File: config.mk
export PLATFORM = sky130hd
export DESIGN_NAME = sqrwav_meas
export DESIGN_NICKNAME = d
export VERILOG_FILES = /design/src/rtl/sqrwav_meas.sv
export SDC_FILE = /design/constraint.sdc
export NUM_CORES = 1
export LEC_CHECK = 0
export ABC_CLOCK_PERIOD_IN_PS = 2500
export BUFFER_PORTS_ARGS = -buffer_cell sky130_fd_sc_hd__clkbuf_2
export CAP_MARGIN = 40
export CELL_PAD_IN_SITES_DETAIL_PLACEMENT = 1
export CELL_PAD_IN_SITES_GLOBAL_PLACEMENT = 2
export CORE_AREA = 2 2 47 81
export CTS_BUF_LIST = sky130_fd_sc_hd__clkbuf_8
export DETAILED_ROUTE_END_ITERATION = 8
export DIE_AREA = 0 0 49 83
export PLACE_DENSITY = 0.84
export SLEW_MARGIN = 20
export SYNTH_ARGS = -nofsm -noshare
export SYNTH_HDL_FRONTEND = slang
export SYNTH_SLANG_ARGS = --single-unit
File: constraint.sdc
create_clock -name clk -period 2.5 [get_ports clk]
set_input_delay 0.25 -clock clk [delete_from_list [all_inputs] [get_ports clk]]
set_output_delay 0.25 -clock clk [all_outputs]
set_load 0.01 [all_outputs]
File: src/rtl/sqrwav_meas.sv
// sqrwav_meas: measures HIGH and LOW phase durations of an asynchronous square wave in TICK_CYCLES units
// Ports: clk, rst (synchronous, active-high); wave_in asynchronous square wave;
//    m_out/n_out last HIGH/LOW duration in units; valid one-cycle update strobe;
//    err set with valid when either duration is 0; stuck wave held at one level for 16+ units
module sqrwav_meas #(
   parameter int TICK_CYCLES = 10
) (
   input  logic       clk,
   input  logic       rst,
   input  logic       wave_in,
   output logic [3:0] m_out,
   output logic [3:0] n_out,
   output logic       valid,
   output logic       err,
   output logic       stuck
);
   localparam int PW = $clog2(TICK_CYCLES);
   typedef enum logic [1:0] {IDLE, HIGH, LOW} state_t;
   state_t        state_q;
   logic          sync1_q, sync2_q, prev_q;
   logic [PW-1:0] pre_q, pre_d;
   logic [4:0]    units_q, units_d;
   logic [3:0]    m_lat_q, m_q, n_q;
   logic          valid_q, err_q, stuck_q;
   logic          rise, fall, wrap, over;
   always_comb begin
      rise = sync2_q & ~prev_q;
      fall = ~sync2_q & prev_q;
      wrap = pre_q == PW'(TICK_CYCLES - 1);
      pre_d = wrap ? '0 : pre_q + 1'b1;
      // counters clear on the edge cycle itself, so units_d counts the current cycle too and
      // equals floor(L / TICK_CYCLES) in the cycle the closing edge is detected
      units_d = units_q + {4'd0, wrap};
      over = (state_q != IDLE) && (units_d == 5'd16);
   end
   always_ff @(posedge clk) begin
      if (rst) begin
         // all-ones sync flops: a wave already high at release needs a real low before a rise counts
         {sync1_q, sync2_q, prev_q} <= 3'b111;
         state_q <= IDLE;
         pre_q <= '0;
         units_q <= '0;
         m_lat_q <= '0;
         m_q <= '0;
         n_q <= '0;
         valid_q <= 1'b0;
         err_q <= 1'b0;
         stuck_q <= 1'b0;
      end else begin
         {sync1_q, sync2_q, prev_q} <= {wave_in, sync1_q, sync2_q};
         valid_q <= 1'b0;
         {pre_q, units_q} <= (state_q == IDLE || rise || fall || over) ? '0 : {pre_d, units_d};
         if (over) begin
            // a 16-unit phase wins over any edge in the same cycle; the partial measurement is dropped
            state_q <= IDLE;
            stuck_q <= 1'b1;
         end else begin
            case (state_q)
               IDLE: state_q <= rise ? HIGH : IDLE;
               HIGH: begin
                  if (fall) begin
                     m_lat_q <= units_d[3:0];
                     state_q <= LOW;
                  end
               end
               LOW: begin
                  if (rise) begin
                     m_q <= m_lat_q;
                     n_q <= units_d[3:0];
                     err_q <= (m_lat_q == 4'd0) || (units_d[3:0] == 4'd0);
                     valid_q <= 1'b1;
                     stuck_q <= 1'b0;
                     state_q <= HIGH;
                  end
               end
               default: state_q <= IDLE;
            endcase
         end
      end
   end
   assign m_out = m_q;
   assign n_out = n_q;
   assign valid = valid_q;
   assign err = err_q;
   assign stuck = stuck_q;
endmodule

# After elaboration in Yosys (flattened, before gate mapping)
# Index checks and enable logic that the tools add are counted.
# totals
ff_bits	29
latch_bits	0
ram_bits	0
mem_bits_ro	0
in_bits	3
out_inout_bits	11
elab_cells	53
mem_count	0
# classes
add_sub_neg	2
mul	0
n_div	0
n_lt_le_gt_ge	0
eq_ne	6
n_shift	0
muxes	8
bitwise_logic	6
reduce_logical	19
# op_table
operator	n
$logic_not A4 Y1	2
$pmux W2 S3	1
$reduce_and A3 Y1	2
$reduce_bool A2 Y1	3
$reduce_or A3 Y1	2
$add A5 B1 Y5	1
$eq A5 B5 Y1 const B	1
$mux W1	5
$add A4 B1 Y4 const B	1
$eq A4 B4 Y1 const B	1
$logic_or A1 B1 Y1	4
$mux W2	2
$ne A2 B2 Y1 const B	2
$not A1 Y1	4
$reduce_and A2 Y1	2
$reduce_or A2 Y1	2
$and A1 B1 Y1	2
$eq A2 B1 Y1 const B	1
$eq A2 B2 Y1 const B	1
$logic_not A2 Y1	1
$logic_and A1 B1 Y1	1

# Depth between registers and ports, before layout
# depth
word_depth	6
ltp_mapped	11

# Worst setup path after synthesis
# No wires, ideal clock.
# synth_timing
kind	register to register
start	register pre_q[1]
end	register m_q[0] (netlist: m_out[0])
setup_time_ns	0.072
arrival_ns	2.113
required_time_ns	2.428
slack_ns	0.315
path_stages_with_launch	11
path_buffers	1
synth_period_minus_slack_ns	2.185
path_cell_list	dfxtp_1 -> inv_1 -> ha_1 -> nand3b_1 -> inv_1 -> ha_1 -> ha_1 -> nor4_4 -> a31o_2 -> buf_6 -> mux2i_1
# synth_between
elab_chain_len	6
# synth_lines
item	line	text
start: declaration	21	logic [PW-1:0] pre_q, pre_d;
start signal: assignment	52	{pre_q, units_q} <= (state_q == IDLE || rise || fall || over) ? '0 : {pre_d, units_d};
$eq A4 B4 Y1	29	wrap = pre_q == PW'(TICK_CYCLES - 1);
$add A5 B1 Y5	33	units_d = units_q + {4'd0, wrap};
via units_d[1]	22	logic [4:0] units_q, units_d;
$eq A5 B5 Y1	34	over = (state_q != IDLE) && (units_d == 5'd16);
$logic_and A1 B1 Y1	34	
$not A1 Y1 (no line)	--	
$reduce_and A3 Y1 (no line)	--	
end signal: assignment	68	m_q <= m_lat_q;
end: declaration	23	logic [3:0] m_lat_q, m_q, n_q;
# The timed path passes the listed nets, and every way through them passes these cells.
# A chain may end at the register's enable or synchronous reset.

# Worst setup path in the final report
# layout_timing
start	register pre_q[1]
end	register state_q[1]
# layout_between
elab_chain_len	5
# layout_lines
item	line	text
$eq A4 B4 Y1	29	
$add A5 B1 Y5	33	
via units_d[1]	22	
$eq A5 B5 Y1	34	
$logic_and A1 B1 Y1	34	
$reduce_or A2 Y1 (no line)	--	
end signal: assignment	59	IDLE: state_q <= rise ? HIGH : IDLE;
end: declaration	19	state_t state_q;
# The timed path passes the listed nets, and every way through them passes these cells.

==> metrics <==
ANT nets after route 0; CP max FO 4; largest net degree at the start of global routing 27; Hold-fix buffers, CTS 0; Yosys cell types 31; CTS tree built; Initial DRC Count 20; Worst Skew 0.00664 ns; Adder-Cell Fraction of Synth Area 0.0402; Die H 83 um; num ports 14; DR vias/cell 4.96; DRC 0; Post-Synthesis Cells 120; status finished, final reports clean; Max IR drop VDD 377 uV; GP Congestion 0.720; post-synthesis compound-gate area fraction 0.0813; antenna violations before repair 0; worst relative slew slack 0.714; Mapped Nets 127; Worst setup SP type flip-flop; Rows 28; TritonCTS Buffers 5; clk root buf clkbuf_8; TritonRoute pass-1 iters 4; Post-Syn Area 1250 um^2; maxcap violations 0; Seq cells post-synth 29; # setup viols final 0; # diodes 0; WL/cell 13.9 um; Leakage 0.614 nW; fin. max-slew vios 0; Die ar. 4070 um^2; number of global-route vias before repair 976; worst setup margin 0.139 ns; number of synthesis warnings 0; mux share of post-synthesis cell area 0.0803; Final #Nets 147; starting density of the core 0.367; number of H-tree levels 2; Least-Margin Pin Slew 0.428 ns; clock latency on the worst-skew pair 0.28 ns; final std cells w/o fill 186; TNS Setup 0 ns; first-pass GRT wire length 4.30 mm; fraction of layout cells with a size suffix above 1 0.262; Post-Synth Simple-Gate Area 0.249; r2r worst-path depth 10; fillers 399; syn avg cell area 10.4 um^2; hold path depth 2; Worst-path clk slew 0.06 ns; Hold Vio Cnt, Final 0; unrepaired setup endpoints after global routing no; worst hold path class input port to flip-flop; Overflow after GRT 0; core area 3400 um^2; total number of vias 922; Setup CP Type flip-flop to flip-flop; final worst-path cycle share 0.944; Area Growth Syn to Fin 20.5%; pwr dens 608 nW/um^2; Final HPWL DP 1.81 mm; clock buffer depth 2; placed cell count 177; I/O Buffers 13; Place WS 0.0464 ns; min Tclk post-route 2.36 ns; XOR/XNOR Fraction of Synth Area 0.0532; final WL 2.58 mm; Die W 49 um; register area share after synthesis 0.466; Critical Path AT 2.51 ns; required time worst endpoint 2.65 ns; Max Clk Rate 424 MHz; largest family of logic cells by synthesized area simple AND/OR/NAND/NOR gates; CP endpoint kind flip-flop; GRT Total Usage 0.138; Power Total 0.913 mW; Clock Sinks 29
## timing repair
item | 4_1_cts | 5_1_grt
setup buffers | 0 | 1
setup endpoints to repair | 0 | 13
resized for setup | 0 | 4
## flip-flops by register name (all words and copies together) (netlist names)
| signal | cells |
|---|---|
| err | 1 |
| m_lat_q | 4 |
| m_out | 4 |
| n_out | 4 |
| pre_q | 4 |
| prev_q | 1 |
| state_q | 2 |
| stuck | 1 |
| sync1_q | 1 |
| sync2_q | 1 |
| units_q | 5 |
| valid | 1 |
## critical path, stage by stage (launching register included)
cell      delay (ns)
dfxtp_1         0.36
inv_1           0.06
ha_1            0.20
nand3b_1        0.10
inv_1           0.08
ha_1            0.21
ha_2            0.31
nor4_4          0.42
buf_4           0.20
and3_1          0.21
a211oi_1        0.06
## where the power goes
| part | internal (mW) | switching (mW) | total (mW) |
|---|---|---|---|
| Sequential | 0.465 | 0.00175 | 0.467 |
| Combinational | 0.0111 | 0.0119 | 0.0230 |
| Clock | 0.248 | 0.175 | 0.424 |
## cells in the final DEF (no fill, tap or decap), types with 2 or more instances in the layout
cell type,count
dfxtp_1,29
nand2b_1,14
clkbuf_2,13
mux2i_1,10
nor2_1,8
nor2b_1,7
clkbuf_8,7
nor3_1,6
inv_1,5
nand2_1,4
a21oi_1,3
or2_2,3
ha_1,3
buf_4,3
nand3_1,2
xor2_2,2
a31o_4,2
o32ai_1,2
a211oi_1,2
or2b_1,2
xnor2_1,2
## cells in the mapped netlist
cell / n / area share
nor2b_1: 7 / 0.035
ha_1: 4 / 0.040
xor2_2: 2 / 0.026
a31o_4: 1 / 0.014
nor2_1: 8 / 0.024
nand2b_1: 14 / 0.070
inv_1: 5 / 0.015
nand2_1: 4 / 0.012
o32ai_1: 2 / 0.014
a21oi_1: 3 / 0.012
dfxtp_1: 29 / 0.47
a211oi_1: 2 / 0.012
nor4_1: 1 / 0.0050
a31o_2: 1 / 0.0070
nand3_1: 2 / 0.0080
xnor2_1: 2 / 0.014
nand3b_1: 1 / 0.0060
or2b_1: 2 / 0.012
a31oi_1: 1 / 0.0050
a211oi_2: 1 / 0.010
nor4_4: 1 / 0.017
or4_4: 1 / 0.0090
or2_2: 3 / 0.015
a32oi_1: 1 / 0.0070
clkbuf_1: 2 / 0.0060
nor3b_1: 1 / 0.0060
mux2i_1: 10 / 0.080
and3_1: 1 / 0.0050
nor3_1: 6 / 0.024
xnor2_2: 1 / 0.013
buf_6: 1 / 0.0090
## final cells by class
class	count	area, um^2	share of cell area
multi-input combinational	83	657	0.438
sequential	29	581	0.387
clock buffer	7	96.3	0.0642
timing repair buffer	16	87.6	0.0583
tap	45	56.3	0.0375
inverter	5	18.8	0.0125
clock inverter	1	5.00	0.00333
## through the flow
step | utilization | cell area (um^2) | hold WS [ns]
after detailed placement | 0.401 | 1360 | 0.399
after CTS | 0.431 | 1470 | 0.148
final | 0.442 | 1500 | 0.150
after global routing | 0.442 | 1500 | 0.167
after floorplan | - | 1250 | 0.354
after global placement | 0.401 | 1360 | 0.398
## path summary, 6_finish.rpt
path             from  slack (ns)    endpoint
max          pre_q[1]        0.14  state_q[1]
min reg2reg   sync1_q        0.41     sync2_q
min           wave_in        0.15     sync1_q
max reg2reg  pre_q[1]        0.14  state_q[1]
## layer usage
metal  GRT usage  share of wire
met5           0              0
met4      0.0701          0.022
met3      0.0450          0.040
met2       0.243           0.55
met1       0.141           0.39
## cell families after synthesis
group,after synthesis
compound gates,12
xor+xnor,5
fa+ha+maj,4
buf+inv,8
flops,29
mux,10
simple gates,52
No activity file was read; power rests on OpenSTA's default activity.
